File: src/rtl/multicycle_main_fsm.sv
// Main control FSM of the multi-cycle RV32I core: sequences fetch/decode/execute/writeback
// over a shared ALU and memory port, with a memory-ready stall and a sticky illegal-op trap.
module multicycle_main_fsm #(
  parameter logic [3:0] RESET_STATE = 4'd0
) (
  input  logic       clk,
  input  logic       reset,
  input  logic [6:0] op,
  input  logic       Zero,
  input  logic       mem_ready,
  output logic       PCWrite,
  output logic       AdrSrc,
  output logic       MemWrite,
  output logic       IRWrite,
  output logic [1:0] ResultSrc,
  output logic [1:0] ALUSrcA,
  output logic [1:0] ALUSrcB,
  output logic [1:0] ALUOp,
  output logic       RegWrite,
  output logic       halt,
  output logic       retire,
  output logic [3:0] state_dbg
);

  typedef enum logic [3:0] {
    S_FETCH    = 4'd0,
    S_DECODE   = 4'd1,
    S_MEMADR   = 4'd2,
    S_MEMREAD  = 4'd3,
    S_MEMWB    = 4'd4,
    S_MEMWRITE = 4'd5,
    S_EXECUTER = 4'd6,
    S_EXECUTEI = 4'd7,
    S_ALUWB    = 4'd8,
    S_BEQ      = 4'd9,
    S_JAL      = 4'd10,
    S_LUI      = 4'd11,
    S_TRAP     = 4'd12
  } state_t;

  localparam logic [6:0] OP_LOAD  = 7'b0000011;
  localparam logic [6:0] OP_STORE = 7'b0100011;
  localparam logic [6:0] OP_RTYPE = 7'b0110011;
  localparam logic [6:0] OP_ITYPE = 7'b0010011;
  localparam logic [6:0] OP_BEQ   = 7'b1100011;
  localparam logic [6:0] OP_JAL   = 7'b1101111;
  localparam logic [6:0] OP_LUI   = 7'b0110111;

  state_t state_q, state_d;
  logic   pc_update, branch, mem_write, ir_write, reg_write, retire_raw;

  always_ff @(posedge clk) begin
    if (reset) state_q <= state_t'(RESET_STATE);
    else       state_q <= state_d;
  end

  always_comb begin
    state_d    = state_q;
    pc_update  = 1'b0;
    branch     = 1'b0;
    mem_write  = 1'b0;
    ir_write   = 1'b0;
    reg_write  = 1'b0;
    retire_raw = 1'b0;
    AdrSrc     = 1'b0;
    ResultSrc  = 2'b00;
    ALUSrcA    = 2'b00;
    ALUSrcB    = 2'b00;
    ALUOp      = 2'b00;
    halt       = 1'b0;
    case (state_q)
      S_FETCH: begin
        ALUSrcB   = 2'b10;
        ResultSrc = 2'b10;
        ir_write  = mem_ready;
        pc_update = mem_ready;
        if (mem_ready) state_d = S_DECODE;
      end
      S_DECODE: begin
        ALUSrcA = 2'b01;
        ALUSrcB = 2'b01;
        case (op)
          OP_LOAD, OP_STORE: state_d = S_MEMADR;
          OP_RTYPE:          state_d = S_EXECUTER;
          OP_ITYPE:          state_d = S_EXECUTEI;
          OP_BEQ:            state_d = S_BEQ;
          OP_JAL:            state_d = S_JAL;
          OP_LUI:            state_d = S_LUI;
          default:           state_d = S_TRAP;
        endcase
      end
      S_MEMADR: begin
        ALUSrcA = 2'b10;
        ALUSrcB = 2'b01;
        state_d = (op == OP_LOAD) ? S_MEMREAD : S_MEMWRITE;
      end
      S_MEMREAD: begin
        AdrSrc = 1'b1;
        if (mem_ready) state_d = S_MEMWB;
      end
      S_MEMWB: begin
        ResultSrc  = 2'b01;
        reg_write  = 1'b1;
        retire_raw = 1'b1;
        state_d    = S_FETCH;
      end
      S_MEMWRITE: begin
        // strobe held for the whole access; the instruction retires on the ready cycle
        AdrSrc     = 1'b1;
        mem_write  = 1'b1;
        retire_raw = mem_ready;
        if (mem_ready) state_d = S_FETCH;
      end
      S_EXECUTER: begin
        ALUSrcA = 2'b10;
        ALUOp   = 2'b10;
        state_d = S_ALUWB;
      end
      S_EXECUTEI: begin
        ALUSrcA = 2'b10;
        ALUSrcB = 2'b01;
        ALUOp   = 2'b10;
        state_d = S_ALUWB;
      end
      S_ALUWB: begin
        reg_write  = 1'b1;
        retire_raw = 1'b1;
        state_d    = S_FETCH;
      end
      S_BEQ: begin
        ALUSrcA    = 2'b10;
        ALUOp      = 2'b01;
        branch     = 1'b1;
        retire_raw = 1'b1;
        state_d    = S_FETCH;
      end
      S_JAL: begin
        // ALU forms OldPC+4 for the link write in ALUWB
        ALUSrcA   = 2'b01;
        ALUSrcB   = 2'b10;
        pc_update = 1'b1;
        state_d   = S_ALUWB;
      end
      S_LUI: begin
        ResultSrc  = 2'b11;
        reg_write  = 1'b1;
        retire_raw = 1'b1;
        state_d    = S_FETCH;
      end
      S_TRAP: begin
        halt    = 1'b1;
        state_d = S_TRAP;
      end
      default: state_d = S_TRAP;
    endcase
  end

  assign PCWrite   = ~reset & (pc_update | (branch & Zero));
  assign IRWrite   = ~reset & ir_write;
  assign MemWrite  = ~reset & mem_write;
  assign RegWrite  = ~reset & reg_write;
  assign retire    = ~reset & retire_raw;
  assign state_dbg = state_q;

endmodule

File: config.mk
export PLATFORM = sky130hd
export DESIGN_NAME = multicycle_main_fsm
export DESIGN_NICKNAME = d
export VERILOG_FILES = /design/src/rtl/multicycle_main_fsm.sv
export SDC_FILE = /design/constraint.sdc
export NUM_CORES = 1
export LEC_CHECK = 0
export CAP_MARGIN = 20
export CORE_MARGIN = 2
export CORE_UTILIZATION = 42
export CTS_CLUSTER_SIZE = 12
export DETAILED_ROUTE_END_ITERATION = 10
export GPL_ROUTABILITY_DRIVEN = 0
export MAX_ROUTING_LAYER = met4
export PLACE_DENSITY = 0.84
export RECOVER_POWER = 100
export SYNTH_ARGS = -nofsm -noshare
export SYNTH_HDL_FRONTEND = slang
export SYNTH_SLANG_ARGS = --single-unit
File: constraint.sdc
create_clock -name clk -period 3.66 [get_ports clk]
set_input_delay 0.732 -clock clk [delete_from_list [all_inputs] [get_ports clk]]
set_output_delay 0.732 -clock clk [all_outputs]
set_load 0.02 [all_outputs]
* After elaboration in Yosys (flattened, before gate mapping)
Cells that the tools add are included.
** Storage, ports and cells
- Flip-flop bits (word level) :: 4
- Latch bits :: 0
- Memory bits (writable) :: 0
- Memory bits (read-only) :: 0
- Memories kept :: 0
** Operators by class
- Add/subtract/negate cells :: 0
- Multipliers :: 0
- Div/mod/pow operators :: 0
- Magnitude comparators :: 0
- Equal/unequal tests :: 22
- Shift operators :: 0
- Multiplexer cells :: 18
- Bitwise gates (word level) :: 8
- Reduce and logical (&&, ||, !) cells :: 12
** Operators by type and width (number)
- case mux 4 bit (7 select lines) :: 1
- case mux 4 bit (6 select lines) :: 1
- == test 7 x 6 -> 1 bit (second input constant) :: 3
- == test 4 bit (second input constant) :: 5
- == test 4 x 3 -> 1 bit (second input constant) :: 4
- == test 7 bit (second input constant) :: 2
- 2-to-1 mux 4 bit :: 3
- case mux 2 bit (2 select lines) :: 3
- OR reduction 2 bit :: 5
- OR reduction 3 bit :: 3
- == test 4 x 2 -> 1 bit (second input constant) :: 2
- OR reduction 4 bit :: 2
- == test 7 x 2 -> 1 bit (second input constant) :: 1
- == test 7 x 5 -> 1 bit (second input constant) :: 1
- AND 1 bit :: 6
- 2-to-1 mux 1 bit :: 6
- inequality test 2 bit (second input constant) :: 3
- case mux 2 bit (3 select lines) :: 1
- == test 4 x 1 -> 1 bit (second input constant) :: 1
- zero test 4 bit :: 1
- case mux 1 bit (2 select lines) :: 2
- 2-to-1 mux 3 bit :: 1
- AND reduction 3 bit :: 1
- NOT 1 bit :: 1
- OR 1 bit :: 1

* Logic depth before layout (Yosys ltp)
Gate-level depths: netlist of run 1.
- Depth after elaboration :: 5
- Gate-level depth with buffers :: 5
- Gate-level depth less buffers :: 4

* Worst setup path after synthesis of run 1
OpenSTA, ideal clock, no wires.
- Path kind :: register to output
- Start point :: register state_q[0] (netlist: state_dbg[0])
- End point :: output port AdrSrc
- Arrival time :: 1.545 ns
- Slack :: 1.383 ns
- Cell stages (with the launch flop) :: 4
- Cell sequence :: dfxtp_1 > buf_2 > buf_1 > nor3b_1
** On the way
- Cells in the longest elaborated chain, start to end :: 3
** Ends and longest elaborated chain
- start: declaration :: line 49 : state_t state_q, state_d;
- start signal: assignment :: line 53 : if (reset) state_q <= state_t'(RESET_STATE);
- start signal: assignment :: line 54 : else state_q <= state_d;
- == test 4 x 3 -> 1 bit / == test 4 x 2 -> 1 bit (equally long branches) :: line 71 : case (state_q)
- OR reduction 2 bit (no line) (*)
- 2-to-1 mux 1 bit (*) :: line 71
- end: declaration :: line 12 : output logic AdrSrc,
Every way passes the cells marked *; elsewhere a longest branch is shown, timed or not.

* Worst setup path in the final report of run 1
- Start point :: input port mem_ready
- End point :: output port retire
** On the way
- Cells in the longest elaborated chain, start to end :: 2
** Ends and longest elaborated chain
- start: declaration :: line 10 : input logic mem_ready,
- case mux 1 bit (2 select lines) :: line 71
- AND 1 bit :: line 162 : assign retire = ~reset & retire_raw;
- end: declaration :: line 21 : output logic retire,
No other way between the ends.

==> flow_summary.toml, run 1 <==
[detailed_routing]
drtIter0Drc = 18
drt_pass1_iterations = 4
wl_per_cell_um = 12.5
vias = 782
drc = 0
totalWireLength_um = 1690
avgViaCountPerCell = 5.79
ant_nets = 0

[yosys]
synth_seq_area_share_pct = 13.3
synth_commonest_cells = "nor2_1 (12), a21oi_1 (9), nor2b_1 (9), nand2b_1 (7), o21ai_0 (7)"
syn_area_um2 = 603
synth-seq-cells = 4
synth-edff-count = 0
synth_most_common_cell = "nor2_1"
synthTopCellsByArea = "dfxtp_1 (13%), nor2b_1 (9.3%), a21oi_1 (7.5%)"
ys_warn_count = 0
synth_cell_type_count = 31
synth_nets = 107
synth.top_cell.area_share_pct = 13.3
netlist_instances = 96
ys_async_sr_fraction_pct = 0
synth_area_per_cell_um2 = 6.28
synth_top_area_cell = "dfxtp_1"
ys.flop_type = "dfxtp_1"

[placement]
dp_hpwl_um = 1260
portBuffers = 29

[floorplan]
fp.coreArea_mm2 = 0.00132
dieArea_mm2 = 0.00176
die_h_um = 41.9
io_pins = 30
rows = 13
chipWidth_um = 41.9
start_util_pct = 45.8

[clock_tree]
root_buffer = "clkbuf_4"
clk_pin_slew_ns = 0.04
numCtsBuffers = 3
htreeDepth = 1
cts_setup_buffers = 0
cts_sinks = 4
ctsResizeCount = 0
cts_tree = "yes"
clk_path_buf_depth = 2
clkLatencyLatePin_ns = 0.23
ctsHoldBuffers = 0

[timing]
period_share_pct = 87.2
finalSetupViolCount = 0
tns_ns = 0
finClkSkew_ns = 0.00367
relSlewSlack_pct = 52.5
tightest_slew_ns = 0.712
hold_viol_final = 0
fin_crit_ns = 3.19
rsz0062_at_grt = "no"
finalHoldWorstSlack_ns = 0.814
slew_viol_final = 0
fmax_mhz = 314

[final_layout]
area_growth_pct = 48.3
fin_util_pct = 67.9
drive_above_1_share_pct = 3.33
diodes = 0
nNetsFinal = 133
largest_reg_flops = 4

[pwr]
max-vdd-ir-drop_mv = 0.126
p_leak_nw = 0.341
power_uw = 257
pwr_density_cell_mw_per_mm2 = 287

[critical_path]
cp.arrival_ns = 2.46
setup.worst_path.start_class = "primary input"
critPathKind = "in2out"
required_ns = 2.93
crit_fanout = 7
crit_path_end_kind = "primary output"

[global_routing]
antenna_found_initial = 0
grt_pass1_wl_um = 2820
grt_usage_pct = 20.0
grt_pass1_vias = 666
grt_max_degree = 26
overflow = 0

[status]
outcome = "finished, final reports clean"

[flow_run]
cap_violations = 0

[min_path]
min_path_type = "reg2reg"
## critical path: stages
cell	delay, ns
clkdlybuf4s50_1	0.60
nor2b_1	0.09
o21ai_0	0.15
nand2b_1	0.07
a21oi_1	0.13
dlygate4sd3_1	0.68
## metal layers
| layer | track usage [%] | share of wire, % |
|---|---|---|
| met5 | - | 0 |
| met4 | 3.87 | 1.2 |
| met3 | 3.91 | 5.0 |
| met2 | 32.5 | 49 |
| met1 | 25.6 | 45 |
## layout make-up
cell class	count	area, µm²
inverter	2	7.51
tap	15	18.8
sequential	4	80.1
multi-input combinational	82	475
clock buffer	3	22.5
fill	129	423
timing repair buffer	29	290
## worst paths after layout
kind,from,endpoint,slack (ns),depth (start not counted)
setup / recovery,mem_ready,retire,0.47,6
hold / removal,state_dbg[3],state_dbg[3],0.81,2
setup reg to reg,state_dbg[0],state_dbg[2],1.72,4
hold reg to reg,state_dbg[3],state_dbg[3],0.81,2
## cells by family after synthesis
| kind of cell | synth area share, % |
|---|---|
| AND/OR/NAND/NOR | 49.6 |
| buffers and inverters | 6.85 |
| AO/OA/AOI/OAI | 27.4 |
| XOR/XNOR | 2.91 |
| flip-flops | 13.3 |
## where the power goes
group / internal, mW / total [mW] / switching, mW
clock network: 0.0366 / 0.0536 / 0.0170
registers: 0.0480 / 0.0691 / 0.0211
logic: 0.0649 / 0.134 / 0.0695
total: 0.150 / 0.257 / 0.108
## cells in the final DEF (no fill, tap or decap), drive strengths merged, types with 4 or more instances in the layout
| cell | instances |
|---|---|
| dlygate4sd3 | 20 |
| nor2 | 12 |
| a21oi | 9 |
| nor2b | 9 |
| clkdlybuf4s50 | 9 |
| nand2b | 7 |
| o21ai | 7 |
| nand2 | 5 |
| nor3 | 5 |
| dfxtp | 4 |
## stage by stage
step | std cells | area (µm²) | worst slack [ns]
2_1_floorplan | 96 | 603 | 1.38
3_3_place_gp | 132 | 878 | 0.572
3_5_place_dp | 132 | 878 | 0.543
4_1_cts | 135 | 901 | 0.535
5_1_grt | 135 | 895 | 0.360
6_report | 135 | 895 | 0.470
Power figures use the tool's default switching activity.
==> inputs of run 2 (changes only) <==
SETUP_SLACK_MARGIN = 0.15   (was default)
==> results of run 2 <==
Same layout as run 1: the final DEF is identical, and so are final timing and power.
==> RTL edit 1 (config.mk and constraints of run 1) <==
Make the reset (`reset`) asynchronous in one clocked block.
--- a/src/rtl/multicycle_main_fsm.sv
+++ b/src/rtl/multicycle_main_fsm.sv
@@ -49,7 +49,7 @@
   state_t state_q, state_d;
   logic   pc_update, branch, mem_write, ir_write, reg_write, retire_raw;
 
-  always_ff @(posedge clk) begin
+  always_ff @(posedge clk or posedge reset) begin
     if (reset) state_q <= state_t'(RESET_STATE);
     else       state_q <= state_d;
   end
Formal check against the unedited RTL: differs if reset is asserted again (counterexample within 4 cycles, from zero or initial values and one cycle with reset high); with reset held inactive, the same outputs for 10 cycles.
==> RTL edit 1 against run 1 <==
  * Hold slack got worse by 0.056 ns
  * Critical path depth decreased by 1
  * First-iteration DRC count decreased by 5.6%
  * Sequential cell count unchanged
  * Final cell count decreased by 3.7%
  * Area after synthesis increased by 8.9%
  * Die area increased by 8.0%
  * Cell area increased by 4.1%
  * Setup slack got worse by 0.14 ns
  * Wire length decreased by 4.9%
Power is not compared: it rests on default switching activity, and its combinational part moved more than twofold at a synthesized area within 25%.
==> RTL edit 1: results (changes against run 1) <==
Placed Area 908 um2 (+3.4%); r2r setup slk 2.00 ns (+0.28 ns); CP Max Fanout 6 (-1); sequential area share after synthesis 15.2% (+2.0 points); most instantiated cells after synthesis 7 x nor3_1, 6 x a21oi_1, 6 x nor2_1, 5 x nand2_1; R2R cell count 3 (-1); YS warnings 0 (unchanged); DRT antenna net count 0 (unchanged); post-synthesis compound-gate area fraction 24.6% (-2.8 points); gr usage total 20.2% (+0.25 points); Iter 0 DRT Violations 17 (-1); Initial Utilization 44.1% (-1.7 points); Critical Path AT 2.60 ns (+0.14 ns); max FFs per register 4 (unchanged); first-pass GRT wire length 2820 um (unchanged); Yosys cell types 44 (+42%); # Post-CTS Setup Buffers 0 (unchanged); hold_sp state_dbg[3]; share of synthesized registers carrying an async set or reset 100% (+100 points); Sw Pwr 0.293 mW; FF-to-FF Start state_dbg[1]; largest cells by area after synthesis dfrtp_1 15%, nor3_1 5.3%, a21oi_1 4.6%, clkbuf_8 4.2%, a211oi_1 3.4%; status complete, no violations; post-synthesis xor/xnor area fraction 2.67% (-0.24 points); worst slack, placed 0.499 ns (-0.0431 ns); clock-pin slew on the worst setup and hold paths 0.04 ns (about the same); Leak Pwr 0.399 nW; adder-cell share of the synthesized area 0% (unchanged); share of post-route cells with drive strength above 1 8.77% (+5.4 points); slowest stage delay, CP 0.65 ns (-0.03 ns); mux share of post-synthesis cell area 1.52% (+1.5 points); Synthesized Nets 99 (-7.5%); Main synth FF type dfrtp_1; # fillers 143 (+11%); R2R Path End state_dbg[2]; CP max-delay cell dlygate4sd3_1; Hold Path Depth 1 (-1); Vias 747 (-4.5%); DP HPWL 1290 um (+2.6%); drt first pass iters 4 (unchanged); CTS H-tree depth 1 (unchanged); worst clock skew 0.00227 ns (-0.00140 ns); Max Freq 300 MHz (-4.2%); largest net degree at the start of global routing 20 (-23%); Worst-Margin Slew 0.521 ns (-0.191 ns); Post-Route WL 1610 um (-4.9%); WHS Endpoint state_dbg[0]; vias in the first global route 660 (-0.90%); Nets 127 (-4.5%)
-- RTL edit 1: logic make-up (layout without fill, tap and decap cells) --
kind of cell / count (synthesis) / in the layout
xor gates and xnor gates: 2 / 2
muxes: 1 / 1
AOI/OAI and AO/OA: 24 / 24
and+or+nand+nor: 47 / 47
buffers and inverters: 10 / 36
DFF: 4 / 4
-- RTL edit 1: critical path: cells and delay by family --
| kind | cells | cell delay (ns) |
|---|---|---|
| buf+inv | 3 | 1.39 |
| simple gates | 2 | 0.48 |
-- RTL edit 1: stage by stage --
stage	total power [mW]	std cells	util (%)	hold WS, ns
final	0.589	130	62.5	0.758
after global routing	0.639	130	62.5	0.809
after detailed placement	0.563	127	61.0	0.760
after CTS	0.619	130	62.5	0.763
after global placement	0.560	127	61.0	0.774
after floorplan	0.401	88	-	0.509
-- RTL edit 1: final cells by class --
class	instances	area share (%)
Multi-Input combinational cell	74	51.9
Sequential cell	4	10.8
Tap cell	16	2.15
Inverter	4	1.61
Clock buffer	3	2.42
Timing Repair Buffer	29	31.2
-- RTL edit 1: worst max path at each step --
stage / startpoint / endpoint / depth (start not counted)
finish: reset / PCWrite / 5
global route: reset / PCWrite / 5
CTS: reset / PCWrite / 5
detailed placement: reset / PCWrite / 5
global placement: reset / PCWrite / 5
floorplan: state_dbg[0] / ALUSrcB[0] / 5
-- RTL edit 1: layer usage --
metal | vias up | track usage, % | part of all wire, %
li1 | 387 | - | -
met1 | 331 | 24.0 | 44
met2 | 25 | 30.9 | 49
met3 | 4 | 3.75 | 4.6
met4 | 0 | 13.3 | 2.2
met5 | - | - | 0
-- RTL edit 1: power groups by stage --
stage	logic (mW)	clock network (mW)	registers, mW
floorplan	0.305	0	0.0965
global placement	0.447	0	0.113
detailed placement	0.451	0	0.113
CTS	0.452	0.0549	0.112
global route	0.461	0.0590	0.119
finish	0.422	0.0546	0.112
==> RTL edit 2 (flow settings as in run 1) <==
Without the edit above. Register the output `state_dbg` once more, with the module's reset; this adds one clock of latency there. The other outputs are not delayed to match.
--- a/src/rtl/multicycle_main_fsm.sv
+++ b/src/rtl/multicycle_main_fsm.sv
@@ -160,7 +160,13 @@
   assign MemWrite  = ~reset & mem_write;
   assign RegWrite  = ~reset & reg_write;
   assign retire    = ~reset & retire_raw;
-  assign state_dbg = state_q;
+  always_ff @(posedge clk) begin
+    if (reset) begin
+      state_dbg <= '0;
+    end else begin
+      state_dbg <= state_q;
+    end
+  end
 
 endmodule
 
Check against the original RTL: not equivalent (Yosys sat finds a counterexample within 4 cycles, from zero or initial values and one cycle with reset high).
==> RTL edit 2 against run 1 <==
  * Final cell count up 16%
  * Sequential cell count is 4 higher
  * Area after synthesis is 25% higher
  * Cell area grew 19%
  * Setup slack better by 0.0071 ns
  * Total power rose to 2.5 times the old value
  * Wire length grew 14%
  * Maximum frequency increased by 0.22%
==> RTL edit 2: results (changes against run 1) <==
met3 WL 120 um (+41%); Max Cap Viol 0 (unchanged); routed len/inst 12.4 um (-1.1%); vias in the first global route 794 (+19%); Clock Latency Late Sink 0.26 ns (+0.03 ns); min cycle time layout 3.18 ns (-0.00709 ns); DP HPWL 1390 um (+11%); Met1 Wirelength 884 um (+17%); worst ir drop on vdd 0.304 mV (+140%); PortBufs 29 (unchanged); sequential area share after synthesis 21.2% (+7.9 points); Nets 144 (+8.3%); # fillers 153 (+19%); Hold Path Depth 1 (-1); Top Registers state_dbg: 4 flops, state_q: 4 flops; largest cells by area after synthesis dfxtp_1 21%, nor2_1 7.0%, nand2b_1 5.0%, nor2b_1 5.0%, nand2_1 4.5%; R2R Path End state_q[2]; FF-to-FF Start state_q[1]; initial antenna violation count 0 (unchanged); largest net degree at the start of global routing 24 (-7.7%); r2r setup slk 1.86 ns (+0.14 ns); # Post-CTS Setup Buffers 0 (unchanged); Iter 0 DRT Violations 29 (+11); Initial Utilization 44.2% (-1.5 points); vias per cell 5.50 (-5.1%); worst clock skew 0.00484 ns (+0.00117 ns); Max-slew headroom 54.0% (+1.5 points); status complete, no violations; gr usage total 21.4% (+1.4 points); first-pass GRT wire length 3230 um (+15%); WHS Endpoint state_dbg[3]; share of post-route cells with drive strength above 1 6.11% (+2.8 points); CP Max Fanout 8 (+1); Antenna diodes 0 (unchanged); Leak Pwr 0.414 nW (+22%); clock-pin slew on the worst setup and hold paths 0.06 ns (+0.02 ns); metal2 WL 899 um (+8.3%); hold_sp state_q[3]; most instantiated cells after synthesis 14 x nor2_1, 9 x nand2_1, 8 x dfxtp_1; CTS H-tree depth 1 (unchanged); R2R cell count 4 (unchanged); Synthesized Nets 117 (+9.3%); Yosys cell types 42 (+35%)
==> RTL edit 2: cell count changes after synthesis, moves of 2 or more <==
cell      delta
dfxtp_1      +4
nor4bb_1     +2
a21oi_1      -4
nor2_1       +2
a311oi_1     +2
or3_1        -2
nand2_1      +4
a31oi_1      -3
nand3b_1     -2
nor2b_1      -3
o21ai_0      -3
==> RTL edit 2: how the worst max path moves through the flow <==
stage | startpoint | end | slack [ns] | cells past startpoint
2_1_floorplan | reset | IRWrite | 1.48 | 2
3_3_place_gp | mem_ready | PCWrite | 0.57 | 5
3_5_place_dp | mem_ready | PCWrite | 0.54 | 5
4_1_cts | mem_ready | PCWrite | 0.55 | 5
5_1_grt | state_q[1] | ALUSrcA[1] | 0.41 | 4
6_report | mem_ready | PCWrite | 0.48 | 5
==> RTL edit 2: stage by stage <==
stage	hold WS [ns]	cell area, um2	power (mW)	worst slack [ns]	std cells
finish	0.691	1070	0.646	0.477	156
global route	0.715	1070	0.696	0.406	156
CTS	0.683	1070	0.672	0.545	156
detailed placement	0.664	1050	0.600	0.539	153
global placement	0.658	1050	0.594	0.569	153
floorplan	0.643	756	0.438	1.48	106
==> RTL edit 2: routing by layer <==
metal  GRT usage, %  up-vias
met3           3.14        2
met5              -        -
met4           14.9        0
met2           35.8       38
met1           22.9      378
li1               -      440
==> RTL edit 2: kinds of logic (layout without fill, tap and decap cells) <==
kind of cell    after synthesis  count (layout)  synth area share, %
flops                         8               8                 21.2
mux                           1               1                 1.49
compound gates               24              24                 23.0
xor+xnor                      2               2                 2.32
buf+inv                      10              35                 6.13
simple gates                 61              61                 45.9
==> RTL edit 2: worst max-delay path, stage by stage <==
cell and delay (ns):
clkdlybuf4s50_1 0.60, a21boi_1 0.10, o22a_1 0.20, nor3_1 0.12, dlygate4sd3_1 0.69
==> RTL edit 2: where the power goes <==
group | internal, mW | switching [mW] | leakage, nW
Clock | 0.0377 | 0.0325 | 0.0138
Combinational | 0.193 | 0.239 | 0.335
Sequential | 0.109 | 0.0360 | 0.0654
Total | 0.339 | 0.307 | 0.414
==> RTL edit 2: cell type report <==
| cell class | instances | area share (%) |
|---|---|---|
| Clock buffer | 3 | 2.11 |
| Multi-Input combinational cell | 88 | 51.4 |
| Sequential cell | 8 | 15.0 |
| Tap cell | 25 | 2.93 |
| Timing Repair Buffer | 30 | 27.9 |
| Inverter | 2 | 0.703 |
